## src/rtl/rr_pkt_arbiter.sv

```systemverilog
// ---------------------------------------------------------------------------
// rr_pkt_arbiter
//
// Packet arbiter between three source channels and one formatter. While
// IDLE, and while the formatter asks for a new packet, the arbiter grants
// the requesting channel with the numerically lowest priority. It then
// stays in XFER and forwards that channel's beats until the number of
// beats given by the latched packet-length code has been accepted.
//
// Handshake: a beat moves when a2f_val_o=1 and f2a_ack_i=1 in the same
// cycle. Valid and ack are level signals. The ack is forwarded to the
// granted source only, and a beat is counted only on that cycle.
//
// Build option:
//   ARB_RR_EN  defined   : among channels tied on priority, the winner is
//                          the first one found by searching upward from
//                          (pointer+1) mod 3. The pointer becomes the last
//                          granted channel when its packet ends.
//              undefined : the lowest tied channel index wins. No pointer
//                          exists.
//
// Ports:
//   clk_i             clock, rising edge
//   rstn_i            asynchronous reset, active low
//   prio_i[5:0]       per-channel 2-bit priority, lower value wins
//   pkglen_i[8:0]     per-channel 3-bit packet-length code
//   req_i[2:0]        per-channel packet request
//   val_i[2:0]        per-channel data valid
//   data_i[3*DW-1:0]  per-channel data
//   ack_o[2:0]        per-channel data accepted
//   f2a_id_req_i      formatter ready for a new packet
//   f2a_ack_i         formatter accepts the current beat
//   a2f_val_o         beat valid to the formatter
//   a2f_id_o[1:0]     granted channel, 2'b11 when none
//   a2f_data_o[DW-1:0] beat data, all ones when idle
//   a2f_pkglen_sel_o[2:0] latched packet-length code
//   busy_o            a packet grant is held (state is XFER)
// ---------------------------------------------------------------------------
module rr_pkt_arbiter #(
  parameter int DW    = 32,
  parameter int CNT_W = 6
) (
  input  logic            clk_i,
  input  logic            rstn_i,
  input  logic [5:0]      prio_i,
  input  logic [8:0]      pkglen_i,
  input  logic [2:0]      req_i,
  input  logic [2:0]      val_i,
  input  logic [3*DW-1:0] data_i,
  output logic [2:0]      ack_o,
  input  logic            f2a_id_req_i,
  input  logic            f2a_ack_i,
  output logic            a2f_val_o,
  output logic [1:0]      a2f_id_o,
  output logic [DW-1:0]   a2f_data_o,
  output logic [2:0]      a2f_pkglen_sel_o,
  output logic            busy_o
);

  typedef enum logic {
    IDLE = 1'b0,
    XFER = 1'b1
  } state_t;

  localparam logic [1:0] ID_NONE = 2'b11;

  state_t           state_q, state_d;
  logic [1:0]       id_q, id_d;
  logic [2:0]       len_q, len_d;
  logic [CNT_W-1:0] cnt_q, cnt_d;
`ifdef ARB_RR_EN
  logic [1:0]       ptr_q, ptr_d;
`endif

  // Per-channel views of the packed input buses.
  logic [1:0]    prio_a [3];
  logic [2:0]    len_a  [3];
  logic [DW-1:0] data_a [3];

  always_comb begin
    for (int i = 0; i < 3; i++) begin
      prio_a[i] = prio_i[2*i +: 2];
      len_a[i]  = pkglen_i[3*i +: 3];
      data_a[i] = data_i[DW*i +: DW];
    end
  end

  // The count of the final beat of a packet, from its length code.
  // Codes 3 to 7 all mean 32 beats.
  function automatic logic [CNT_W-1:0] last_beat(input logic [2:0] code);
    case (code)
      3'd0:    last_beat = CNT_W'(3);
      3'd1:    last_beat = CNT_W'(7);
      3'd2:    last_beat = CNT_W'(15);
      default: last_beat = CNT_W'(31);
    endcase
  endfunction

  // -------------------------------------------------------------------------
  // Arbitration: find the best priority among requesters, then pick one of
  // the channels that hold it.
  // -------------------------------------------------------------------------
  logic [1:0] min_prio;
  logic       seen;
  logic       found;
  logic [1:0] winner;
  logic [1:0] idx;

  always_comb begin
    min_prio = 2'b11;
    seen     = 1'b0;
    found    = 1'b0;
    winner   = 2'd0;
    idx      = 2'd0;
    for (int i = 0; i < 3; i++) begin
      if (req_i[i] && (!seen || prio_a[i] < min_prio)) begin
        min_prio = prio_a[i];
        seen     = 1'b1;
      end
    end
`ifdef ARB_RR_EN
    // Search starts one past the last granted channel, so that channel
    // is the last one considered.
    for (int k = 1; k <= 3; k++) begin
      idx = 2'((int'(ptr_q) + k) % 3);
      if (!found && req_i[idx] && prio_a[idx] == min_prio) begin
        winner = idx;
        found  = 1'b1;
      end
    end
`else
    for (int i = 0; i < 3; i++) begin
      idx = 2'(i);
      if (!found && req_i[idx] && prio_a[idx] == min_prio) begin
        winner = idx;
        found  = 1'b1;
      end
    end
`endif
  end

  // -------------------------------------------------------------------------
  // Datapath outputs. They come from the registered grant, so an
  // asynchronous reset clears them at once.
  // -------------------------------------------------------------------------
  logic beat;

  always_comb begin
    a2f_val_o  = 1'b0;
    a2f_data_o = '1;
    ack_o      = 3'b000;
    if (state_q == XFER) begin
      a2f_val_o   = val_i[id_q];
      a2f_data_o  = data_a[id_q];
      ack_o[id_q] = f2a_ack_i;
    end
  end

  assign beat             = a2f_val_o & f2a_ack_i;
  assign a2f_id_o         = id_q;
  assign a2f_pkglen_sel_o = len_q;
  assign busy_o           = (state_q == XFER);

  // -------------------------------------------------------------------------
  // FSM next state
  // -------------------------------------------------------------------------
  always_comb begin
    state_d = state_q;
    id_d    = id_q;
    len_d   = len_q;
    cnt_d   = cnt_q;
`ifdef ARB_RR_EN
    ptr_d   = ptr_q;
`endif
    case (state_q)
      IDLE: begin
        if (f2a_id_req_i && (req_i != 3'b000)) begin
          state_d = XFER;
          id_d    = winner;
          len_d   = len_a[winner];
          cnt_d   = '0;
        end
      end
      XFER: begin
        // The grant is held until the beat count completes. Request,
        // priority, length code and the formatter's id request are all
        // ignored here.
        if (beat) begin
          if (cnt_q == last_beat(len_q)) begin
            state_d = IDLE;
            id_d    = ID_NONE;
            cnt_d   = '0;
`ifdef ARB_RR_EN
            ptr_d   = id_q;
`endif
          end else begin
            cnt_d = cnt_q + CNT_W'(1);
          end
        end
      end
      default: begin
        state_d = IDLE;
        id_d    = ID_NONE;
        cnt_d   = '0;
      end
    endcase
  end

  // -------------------------------------------------------------------------
  // State registers
  // -------------------------------------------------------------------------
  always_ff @(posedge clk_i or negedge rstn_i) begin
    if (!rstn_i) begin
      state_q <= IDLE;
      id_q    <= ID_NONE;
      len_q   <= 3'b000;
      cnt_q   <= '0;
`ifdef ARB_RR_EN
      ptr_q   <= 2'd2;
`endif
    end else begin
      state_q <= state_d;
      id_q    <= id_d;
      len_q   <= len_d;
      cnt_q   <= cnt_d;
`ifdef ARB_RR_EN
      ptr_q   <= ptr_d;
`endif
    end
  end

endmodule

```

## config.mk

```make
export PLATFORM = sky130hd
export DESIGN_NAME = rr_pkt_arbiter
export DESIGN_NICKNAME = d
export VERILOG_FILES = /design/src/rtl/rr_pkt_arbiter.sv
export SDC_FILE = /design/constraint.sdc
export NUM_CORES = 1
export LEC_CHECK = 0
export ABC_AREA = 1
export BUFFER_PORTS_ARGS = -buffer_cell sky130_fd_sc_hd__buf_2
export CAP_MARGIN = 0
export CORE_MARGIN = 2
export CORE_UTILIZATION = 38
export DETAILED_ROUTE_END_ITERATION = 10
export GPL_TIMING_DRIVEN = 1
export PLACE_DENSITY = 0.81
export SLEW_MARGIN = 15
export SYNTH_ARGS = -nofsm -noshare
export SYNTH_HDL_FRONTEND = slang
export SYNTH_SLANG_ARGS = --single-unit
```

## constraint.sdc

```tcl
create_clock -name clk_i -period 2.22 [get_ports clk_i]
set_clock_uncertainty 0.2 [all_clocks]
set_input_delay 0.222 -clock clk_i [delete_from_list [all_inputs] [get_ports clk_i]]
set_output_delay 0.222 -clock clk_i [all_outputs]
set_load 0.1 [all_outputs]
```

==> impl_table.tex, run 1 <==
\begin{tabular}{lr}
\hline
Metric & Value \\
\hline
\multicolumn{2}{l}{\textbf{Status}} \\
Outcome & complete, but fails checks \\
Failing checks & setup timing \\
\multicolumn{2}{l}{\textbf{Floorplanning}} \\
Initial Utilization & 40.1\% \\
Standard-cell rows & 24 \\
Height of the die & 72.5 µm \\
Die Wd & 72.5 µm \\
Die area & 5250 µm² \\
Num ports & 163 \\
Area inside the core boundary & 4440 µm² \\
\multicolumn{2}{l}{\textbf{Job}} \\
Number of violations of the max-capacitance limit & 0 \\
\multicolumn{2}{l}{\textbf{Routing}} \\
Wire length per cell & 17.8 µm \\
Wire length after detailed routing & 9450 µm \\
Routed length on met2 & 4930 µm \\
Total number of vias & 3144 \\
Number of violations reported at the end of detailed-routing iteration 0 & 264 \\
Detailed-route vias per instance & 5.93 \\
DRC violations left & 0 \\
Met1 wire length & 3220 µm \\
1st-pass router iterations & 8 \\
Number of routed nets with antenna violations & 0 \\
Met3 Wirelength & 889 µm \\
DR top layer & met4 \\
\multicolumn{2}{l}{\textbf{Global route}} \\
Aggregate global-route resource usage & 30.6\% \\
Initial antenna violation count & 0 \\
Maximum number of pins on one net before global-route repair & 36 \\
Number of global-route vias before repair & 2869 \\
Overflow after GRT & 0 \\
First-pass GRT wire length & 13200 µm \\
\multicolumn{2}{l}{\textbf{Layout}} \\
Area grow syn2layout & 108\% \\
Fraction of final layout cells with drive strength greater than 1 & 56.5\% \\
Antenna fix cells & 0 \\
Number of nets in the final layout & 603 \\
Commonest non-fill, non-tap cell in the layout & sky130\_fd\_sc\_hd\_\_buf\_2 \\
Fill cells & 264 \\
Commonest cells after routing, fill and taps aside & sky130\_fd\_sc\_hd\_\_buf\_2 (125), sky130\_fd\_sc\_hd\_\_nand3\_1 (68), sky130\_fd\_sc\_hd\_\_nand2\_1 (53) \\
\multicolumn{2}{l}{\textbf{Logic synthesis}} \\
Net count after synthesis & 428 \\
Post-synthesis register bit count & 12 \\
Sequential cell area fraction in the yosys report & 17.0\% \\
Post-Syn Instances & 304 \\
Total number of yosys warnings & 0 \\
Average footprint of a synthesized cell & 5.86 µm² \\
Post-Synthesis Cell Area & 1780 µm² \\
Number of library cell types mapped by synthesis & 27 \\
\multicolumn{2}{l}{\textbf{Timing}} \\
Pin slew with the least headroom to its limit & 0.496 ns \\
Worst relative slew slack & 67.2\% \\
Post-route setup slack & -0.547 ns \\
Period Utilization, post-route & 125\% \\
Slew Limit Fails & 0 \\
Final critical path time including I/O delays and setup & 2.77 ns \\
Unrepaired setup endpoints after global routing & yes \\
Achievable Freq & 0.361 GHz \\
Final count of hold timing violations & 0 \\
Setup\_tns & -2.50 ns \\
Count of final setup violators & 8 \\
\multicolumn{2}{l}{\textbf{Setup path}} \\
Critical path arrival & 2.70 ns \\
Startpoint-to-endpoint class of the critical path & primary input to flop \\
Largest stage delay on the critical path & 0.26 ns \\
Crit-path max FO & 4 \\
Max stage delay cell, worst path & sky130\_fd\_sc\_hd\_\_ha\_4 \\
Critical Path RT & 2.15 ns \\
Cell occurring most often along the worst timing path & sky130\_fd\_sc\_hd\_\_nand2\_4 \\
Crit. End Element & flop \\
Critical Path Start Type & primary input \\
\multicolumn{2}{l}{\textbf{CTS}} \\
Clk buf depth & 2 \\
H-tree level count & 1 \\
Clock latency reported for the late side of the worst-skew pair & 0.25 ns \\
Sink count of the clock tree & 12 \\
Clock tree root driver cell & sky130\_fd\_sc\_hd\_\_clkbuf\_8 \\
Reg clk slew, reported paths & 0.06 ns \\
CTS Buf Count & 3 \\
Clock tree from TritonCTS & yes \\
\multicolumn{2}{l}{\textbf{Placed design}} \\
Port buffer count & 162 \\
Routability cong. & 0.901 \\
Detailed-placement wirelength estimate & 5980 µm \\
\multicolumn{2}{l}{\textbf{Worst hold path}} \\
Class of the tightest hold or removal check & primary input to flop \\
\hline
\end{tabular}
## synth_stat cells (all sizes together)
library cell | count | share of area, %
a211oi | 2 | 0.84
a21oi | 7 | 2.0
a22oi | 2 | 0.84
buf | 3 | 0.63
clkbuf | 18 | 3.8
dfrtp | 10 | 14
dfstp | 2 | 3.0
ha | 3 | 2.1
inv | 28 | 5.9
nand2 | 77 | 19
nand3 | 88 | 26
nand4 | 33 | 12
nor2 | 15 | 3.9
nor3 | 4 | 1.1
nor3b | 1 | 0.42
o21ai | 6 | 1.7
o22ai | 2 | 0.70
o311ai | 1 | 0.49
or2 | 1 | 0.35
xnor2 | 1 | 0.91
## flip-flops by register name (all words and copies together) (netlist names)
name,flops
busy_o,1
a2f_pkglen_sel_o,3
a2f_id_o,2
cnt_q,6
## final timing paths
kind / slack (ns) / to / start / cells after the start
worst min-delay path: 0.1 / a2f_pkglen_sel_o[1] / pkglen_i[1] / 5
worst max-delay path: -0.55 / a2f_pkglen_sel_o[2] / req_i[0] / 27
max in group asynchronous: 1.37 / a2f_id_o[1] / rstn_i / 2
min in group asynchronous: 0.18 / a2f_pkglen_sel_o[0] / rstn_i / 2
worst min register to register: 0.37 / a2f_pkglen_sel_o[0] / a2f_pkglen_sel_o[0] / 2
worst max register to register: -0.17 / a2f_id_o[0] / cnt_q[1] / 9
## worst max-delay path: cells and delay by family
kind | cells | cell delay [ns]
adder cells (fa/ha/maj) | 2 | 0.51
AND/OR/NAND/NOR | 18 | 1.44
buffers and inverters | 5 | 0.37
AO/OA/AOI/OAI | 2 | 0.15
## through the flow
stage | hold WS (ns) | cell area, µm² | utilization, % | setup WS (ns) | instances
after floorplan | -0.274 | 2100 | - | -0.356 | 304
after global placement | -0.0931 | 3390 | 76.3 | -0.523 | 514
after detailed placement | -0.0868 | 3390 | 76.3 | -0.664 | 514
after CTS | 0.0839 | 3580 | 80.5 | -0.316 | 526
after global routing | 0.118 | 3710 | 83.4 | -0.610 | 530
final | 0.0978 | 3710 | 83.4 | -0.547 | 530
## layout make-up
type	count	area, µm²	share of cell area (%)
clock buffer	4	55.1	1.48
inverter	28	140	3.78
multi-input combinational	243	1560	42.0
sequential	12	314	8.47
tap	52	65.1	1.75
timing repair buffer	191	1580	42.5
## per-layer routing
| metal | global-route usage (%) | up-vias |
|---|---|---|
| li1 | - | 1405 |
| met1 | 36.9 | 1449 |
| met2 | 55.5 | 243 |
| met3 | 4.44 | 47 |
| met4 | 10.3 | 0 |
| met5 | 0 | - |
## kinds of logic (layout without fill, tap and decap cells)
group           Yosys count  after routing  share of synthesized area (%)
flops                    12             12                           17.0
xor+xnor                  1              1                          0.914
fa+ha+maj                 3              3                           2.11
buf+inv                  49            223                           10.3
compound gates           20             20                           6.53
simple gates            219            219                           63.1
## what timing repair did
item / CTS / global route
endpoints found under the setup margin: 11 / 28
pin swaps: 16 / 23
hold endpoints to repair: 12 / 0
gates resized for setup: 13 / 23
setup buffers: 7 / 4
hold buffers: 1 / 0
Power of run 1 is not shown: default switching activity piles up to over one toggle a cycle in this logic, so the estimate is an artifact.
==> run 2, diff against run 1 <==
--- a/config.mk
+++ b/config.mk
@@ -13,6 +13,7 @@
 export DETAILED_ROUTE_END_ITERATION = 10
 export GPL_TIMING_DRIVEN = 1
 export PLACE_DENSITY = 0.81
+export REMOVE_ABC_BUFFERS = 1
 export SLEW_MARGIN = 15
 export SYNTH_ARGS = -nofsm -noshare
 export SYNTH_HDL_FRONTEND = slang
==> impl_table.tex, run 2 (synthesized netlist as in run 1, its figures left out) <==
\begin{tabular}{lr}
\hline
Metric & Value \\
\hline
\multicolumn{2}{l}{\textbf{Floorplanning}} \\
Area inside the core boundary & 4440 µm² (unchanged) \\
Initial Utilization & 40.1\% (unchanged) \\
Die area & 5250 µm² (unchanged) \\
Num ports & 163 (unchanged) \\
Standard-cell rows & 24 (unchanged) \\
Height of the die & 72.5 µm (unchanged) \\
Die Wd & 72.5 µm (unchanged) \\
\multicolumn{2}{l}{\textbf{Global route}} \\
Aggregate global-route resource usage & 32.3\% (+1.7 points) \\
Number of global-route vias before repair & 2837 (-1.1\%) \\
Maximum number of pins on one net before global-route repair & 30 (-17\%) \\
First-pass GRT wire length & 13400 µm (+2.0\%) \\
Initial antenna violation count & 1 (+1) \\
Overflow after GRT & 0 (unchanged) \\
\multicolumn{2}{l}{\textbf{Status}} \\
Failing checks & setup timing \\
Outcome & complete, but fails checks \\
\multicolumn{2}{l}{\textbf{Timing}} \\
Count of final setup violators & 5 (-3) \\
Worst relative slew slack & 67.6\% (+0.45 points) \\
Final critical path time including I/O delays and setup & 2.68 ns (-0.0862 ns) \\
Period Utilization, post-route & 121\% (-3.9 points) \\
Slew Limit Fails & 0 (unchanged) \\
Unrepaired setup endpoints after global routing & yes \\
Achievable Freq & 0.373 GHz (+3.2\%) \\
Pin slew with the least headroom to its limit & 0.489 ns (-0.00674 ns) \\
Final count of hold timing violations & 0 (unchanged) \\
Post-route setup slack & -0.460 ns (+0.0862 ns) \\
Final-layout worst hold slack & 0.0949 ns (-0.00289 ns) \\
\multicolumn{2}{l}{\textbf{Job}} \\
Number of violations of the max-capacitance limit & 0 (unchanged) \\
\multicolumn{2}{l}{\textbf{Setup path}} \\
Critical path arrival & 2.62 ns (-0.08 ns) \\
Largest stage delay on the critical path & 0.27 ns (about the same) \\
Startpoint-to-endpoint class of the critical path & primary input to flop \\
Critical path buffer and inverter count & 3 (-2) \\
Max stage delay cell, worst path & sky130\_fd\_sc\_hd\_\_ha\_1 \\
Crit. End Element & flop \\
Crit-path max FO & 7 (+3) \\
Critical Path RT & 2.16 ns (about the same) \\
Critical Path Start Type & primary input \\
Kind of cell adding the most delay to the critical path & simple AND/OR/NAND/NOR gates \\
Cell occurring most often along the worst timing path & sky130\_fd\_sc\_hd\_\_nand2\_1 \\
\multicolumn{2}{l}{\textbf{Layout}} \\
Fill cells & 310 (+17\%) \\
Register ranked first by flip-flop count & cnt\_q \\
Post-route standard cell area excluding fillers & 3520 µm² (-5.2\%) \\
Commonest non-fill, non-tap cell in the layout & sky130\_fd\_sc\_hd\_\_buf\_2 \\
Commonest cells after routing, fill and taps aside & sky130\_fd\_sc\_hd\_\_buf\_2 (124), sky130\_fd\_sc\_hd\_\_nand3\_1 (78), sky130\_fd\_sc\_hd\_\_nand2\_1 (59) \\
Area grow syn2layout & 97.5\% \\
Fraction of final layout cells with drive strength greater than 1 & 52.3\% (-4.2 points) \\
Max FFs per register & 6 (unchanged) \\
Number of nets in the final layout & 607 (+0.66\%) \\
\multicolumn{2}{l}{\textbf{Routing}} \\
Wire length after detailed routing & 9050 µm (-4.2\%) \\
Detailed-route vias per instance & 5.70 (-3.8\%) \\
1st-pass router iterations & 5 (-3) \\
DRC violations left & 0 (unchanged) \\
Wire length per cell & 16.9 µm (-5.1\%) \\
Number of routed nets with antenna violations & 0 (unchanged) \\
Number of violations reported at the end of detailed-routing iteration 0 & 254 (-3.8\%) \\
Total number of vias & 3052 (-2.9\%) \\
\multicolumn{2}{l}{\textbf{Placed design}} \\
Pre-CTS worst setup slack & -0.618 ns (+0.0463 ns) \\
Instance area at placement & 3220 µm² (-5.1\%) \\
Detailed-placement wirelength estimate & 6640 µm (+11\%) \\
Routability cong. & 0.952 (+5.6\%) \\
Port buffer count & 162 (unchanged) \\
\multicolumn{2}{l}{\textbf{CTS}} \\
Sink count of the clock tree & 12 (unchanged) \\
Clk buf depth & 2 (unchanged) \\
Clock tree from TritonCTS & yes \\
Reg clk slew, reported paths & 0.06 ns (about the same) \\
Clock tree root driver cell & sky130\_fd\_sc\_hd\_\_clkbuf\_8 \\
CTS Buf Count & 3 (unchanged) \\
H-tree level count & 1 (unchanged) \\
Clock latency reported for the late side of the worst-skew pair & 0.24 ns (about the same) \\
\multicolumn{2}{l}{\textbf{Worst hold path}} \\
Class of the tightest hold or removal check & primary input to flop \\
\hline
\end{tabular}
## run 2: repair_timing
| action | in CTS | in global routing |
|---|---|---|
| endpoints found under the hold margin | 12 | 0 |
| setup endpoints to repair | 6 | 15 |
| pin swaps | 12 | 27 |
| resized for setup | 12 | 32 |
| buffers inserted | 6 | 3 |
| hold buffers | 1 | 0 |
## run 2: cell type report
| class | count | area, µm² | share of cell area [%] |
|---|---|---|---|
| antenna | 1 | 2.50 | 0.0711 |
| clock buffer | 4 | 55.1 | 1.57 |
| timing repair buffer | 195 | 1550 | 44.0 |
| inverter | 28 | 110 | 3.13 |
| tap | 52 | 65.1 | 1.85 |
| sequential | 12 | 303 | 8.61 |
| multi-input combinational | 243 | 1440 | 40.8 |
## run 2: metal layers
| metal | vias to the layer above | routed length [µm] | GRT usage [%] |
|---|---|---|---|
| li1 | 1416 | - | - |
| met1 | 1405 | 3340 | 38.7 |
| met2 | 192 | 4480 | 56.2 |
| met3 | 39 | 877 | 8.06 |
| met4 | 0 | 347 | 11.3 |
| met5 | - | 0 | 0 |
## run 2: metrics by stage
| stage | utilization (%) | setup TNS [ns] | cells |
|---|---|---|---|
| floorplan | - | -51.57 | 283 |
| global placement | 72.4 | -2.32 | 522 |
| detailed placement | 72.4 | -2.93 | 522 |
| CTS | 75.8 | -1.46 | 533 |
| global route | 79.1 | -2.63 | 534 |
| finish | 79.1 | -1.91 | 535 |
## run 2: worst min-delay path, delay by kind of cell
family,cells,cell delay [ns]
and+or+nand+nor,4,0.20
buffers and inverters,1,0.08
## run 2: worst paths after layout
check | start | to | slack [ns] | depth (start not counted)
max reg2reg | cnt_q[1] | a2f_id_o[0] | 0.01 | 9
min reg2reg | a2f_pkglen_sel_o[0] | a2f_pkglen_sel_o[0] | 0.32 | 2
max in group asynchronous | rstn_i | a2f_id_o[1] | 1.34 | 2
min in group asynchronous | rstn_i | cnt_q[3] | 0.20 | 2
min | pkglen_i[1] | a2f_pkglen_sel_o[1] | 0.09 | 5
max | req_i[0] | a2f_pkglen_sel_o[2] | -0.46 | 25
Power of run 2 is left out for the same reason.
==> run 3, diff against run 2 <==
==> constraint.sdc (replaced) <==
create_clock -name clk_i -period 2.22 [get_ports clk_i]
set_clock_uncertainty 0.2 [all_clocks]
set_input_delay 0.222 -clock clk_i [delete_from_list [all_inputs] [get_ports clk_i]]
set_output_delay 0.222 -clock clk_i [all_outputs]
set_load 0.05 [all_outputs]
==> impl_table.tex, run 3 (synthesized netlist as in run 1, its figures left out) <==
\begin{tabular}{lr}
\hline
Metric & Value \\
\hline
\multicolumn{2}{l}{\textbf{Status}} \\
Outcome & complete, but fails checks \\
Failing checks & setup timing \\
\multicolumn{2}{l}{\textbf{Setup path}} \\
Critical path buffer and inverter count & 4 (+1) \\
Worst reg2reg setup slack & 0.06 ns (+0.05 ns) \\
R2r startpoint & cnt\_q[0] \\
Crit. End Element & flop \\
Worst Reg-to-Reg Cells & 9 (unchanged) \\
Critical Path Start Type & primary input \\
Critical Path RT & 2.15 ns (about the same) \\
Crit-path max FO & 4 (-3) \\
Max stage delay cell, worst path & sky130\_fd\_sc\_hd\_\_ha\_1 \\
Startpoint-to-endpoint class of the critical path & primary input to flop \\
Critical path arrival & 2.64 ns (+0.02 ns) \\
Kind of cell adding the most delay to the critical path & simple AND/OR/NAND/NOR gates \\
Largest stage delay on the critical path & 0.27 ns (about the same) \\
Endpoint of the lowest-slack register-to-register path & a2f\_id\_o[1] \\
\multicolumn{2}{l}{\textbf{Power and ir drop}} \\
Leak & 1.71 nW \\
Worst-case vdd ir drop & 909 µV \\
Pwr per Cell Area & 1430 nW/µm² \\
\multicolumn{2}{l}{\textbf{Worst hold path}} \\
Hold path depth & 5 (unchanged) \\
Class of the tightest hold or removal check & primary input to flop \\
Hold EP & a2f\_pkglen\_sel\_o[2] \\
Hold Crit Start & pkglen\_i[2] \\
\multicolumn{2}{l}{\textbf{Timing}} \\
Unrepaired setup endpoints after global routing & yes \\
Final count of hold timing violations & 0 (unchanged) \\
Slew Limit Fails & 0 (unchanged) \\
Pin slew with the least headroom to its limit & 0.340 ns (-0.149 ns) \\
Setup\_tns & -2.24 ns (-0.330 ns) \\
Count of final setup violators & 5 (unchanged) \\
Achievable Freq & 0.369 GHz (-1.2\%) \\
Post-route setup slack & -0.493 ns (-0.0326 ns) \\
Period Utilization, post-route & 122\% (+1.5 points) \\
Worst relative slew slack & 77.0\% (+9.4 points) \\
Final critical path time including I/O delays and setup & 2.71 ns (+0.0326 ns) \\
\multicolumn{2}{l}{\textbf{Global route}} \\
Overflow after GRT & 0 (unchanged) \\
First-pass GRT wire length & 12100 µm (-10\%) \\
Maximum number of pins on one net before global-route repair & 35 (+17\%) \\
Aggregate global-route resource usage & 28.7\% (-3.7 points) \\
Number of global-route vias before repair & 2559 (-9.8\%) \\
Initial antenna violation count & 2 (+1) \\
\multicolumn{2}{l}{\textbf{CTS}} \\
H-tree level count & 1 (unchanged) \\
Clock latency reported for the late side of the worst-skew pair & 0.24 ns (about the same) \\
Clock tree from TritonCTS & yes \\
Sink count of the clock tree & 12 (unchanged) \\
Clock tree root driver cell & sky130\_fd\_sc\_hd\_\_clkbuf\_8 \\
Clk buf depth & 2 (unchanged) \\
Reg clk slew, reported paths & 0.05 ns (about the same) \\
CTS Buf Count & 3 (unchanged) \\
\multicolumn{2}{l}{\textbf{Placed design}} \\
Detailed-placement wirelength estimate & 6050 µm (-8.8\%) \\
\# placed instances & 518 (-0.77\%) \\
Port buffer count & 162 (unchanged) \\
Routability cong. & 0.920 (-3.4\%) \\
\multicolumn{2}{l}{\textbf{Layout}} \\
Max FFs per register & 6 (unchanged) \\
Count of placed standard cells in the final layout, fillers left out & 535 (unchanged) \\
Number of nets in the final layout & 606 (-0.16\%) \\
Area grow syn2layout & 72.6\% \\
Commonest cells after routing, fill and taps aside & sky130\_fd\_sc\_hd\_\_buf\_2 (160), sky130\_fd\_sc\_hd\_\_nand3\_1 (76), sky130\_fd\_sc\_hd\_\_nand2\_1 (58) \\
Fraction of final layout cells with drive strength greater than 1 & 52.8\% (+0.52 points) \\
Register ranked first by flip-flop count & cnt\_q \\
Commonest non-fill, non-tap cell in the layout & sky130\_fd\_sc\_hd\_\_buf\_2 \\
Fill cells & 389 (+25\%) \\
\multicolumn{2}{l}{\textbf{Floorplanning}} \\
Die Wd & 72.5 µm (unchanged) \\
Die area & 5250 µm² (unchanged) \\
Area inside the core boundary & 4440 µm² (unchanged) \\
Num ports & 163 (unchanged) \\
Standard-cell rows & 24 (unchanged) \\
Initial Utilization & 40.1\% (unchanged) \\
Height of the die & 72.5 µm (unchanged) \\
\multicolumn{2}{l}{\textbf{Routing}} \\
Detailed-route vias per instance & 5.58 (-2.2\%) \\
Number of violations reported at the end of detailed-routing iteration 0 & 171 (-33\%) \\
Wire length per cell & 15.5 µm (-8.5\%) \\
Number of routed nets with antenna violations & 0 (unchanged) \\
Wire length after detailed routing & 8280 µm (-8.5\%) \\
DRC violations left & 0 (unchanged) \\
1st-pass router iterations & 4 (-1) \\
Total number of vias & 2985 (-2.2\%) \\
\multicolumn{2}{l}{\textbf{Job}} \\
Number of violations of the max-capacitance limit & 0 (unchanged) \\
\hline
\end{tabular}
[run 3: worst max path at each step]
stage	from	to	cells past startpoint
final	req_i[0]	a2f_pkglen_sel_o[1]	26
after global routing	req_i[0]	a2f_pkglen_sel_o[1]	26
after CTS	req_i[0]	a2f_pkglen_sel_o[1]	26
after detailed placement	req_i[0]	a2f_pkglen_sel_o[1]	26
after global placement	req_i[0]	a2f_pkglen_sel_o[1]	26
after floorplan	a2f_id_o[0]	ack_o[1]	2
[run 3: metal layers]
metal  up-vias  share of wire (%)  global-route usage [%]
met3        20                 12                    6.53
met2       200                 49                    49.4
met5         -                  0                       0
li1       1415                  -                       -
met4         0                2.0                    5.97
met1      1350                 37                    36.7
[run 3: worst min-delay path, stage by stage]
cell and delay, ns:
sky130_fd_sc_hd__buf_2 0.09, sky130_fd_sc_hd__nand2_2 0.05, sky130_fd_sc_hd__nand3_2 0.05, sky130_fd_sc_hd__nand2_1 0.04, sky130_fd_sc_hd__nand2_1 0.04
[run 3: final cells by class]
class / instances / area [µm²] / share of cell area [%]
inverters: 28 / 110 / 3.58
diodes: 2 / 5.00 / 0.163
clock buffers: 4 / 55.1 / 1.79
well taps: 52 / 65.1 / 2.12
flip-flops and latches: 12 / 303 / 9.85
repair buffers: 194 / 1100 / 35.7
multi-input cells: 243 / 1440 / 46.7
[run 3: what timing repair did]
item                                    4_1_cts  5_1_grt
pin swaps                                    11       25
resized for setup                            13       29
hold buffers                                  1        0
gates cloned                                  0        0
endpoints found under the setup margin        5        9
endpoints found under the hold margin        12        0
setup buffers                                10        0
[run 3: power by group]
group | switching, mW | internal (mW) | total, mW
registers | 0.110 | 0.327 | 0.436
logic | 2.78 | 0.940 | 3.72
clock network | 0.0805 | 0.157 | 0.237
[run 3: per-stage QoR]
step / instance area, µm² / hold WS (ns) / power, mW / utilization [%] / worst slack [ns]
final: 3070 / 0.0903 / 4.39 / 69.1 / -0.493
after global routing: 3070 / 0.111 / 4.63 / 69.1 / -0.647
after global placement: 2760 / -0.0909 / 4.01 / 62.2 / -0.487
after CTS: 2960 / 0.0812 / 4.32 / 66.6 / -0.278
after detailed placement: 2760 / -0.0881 / 4.03 / 62.2 / -0.622
after floorplan: 1700 / -0.274 / 3.03 / - / -0.932
(Power assumes the default switching activity.)
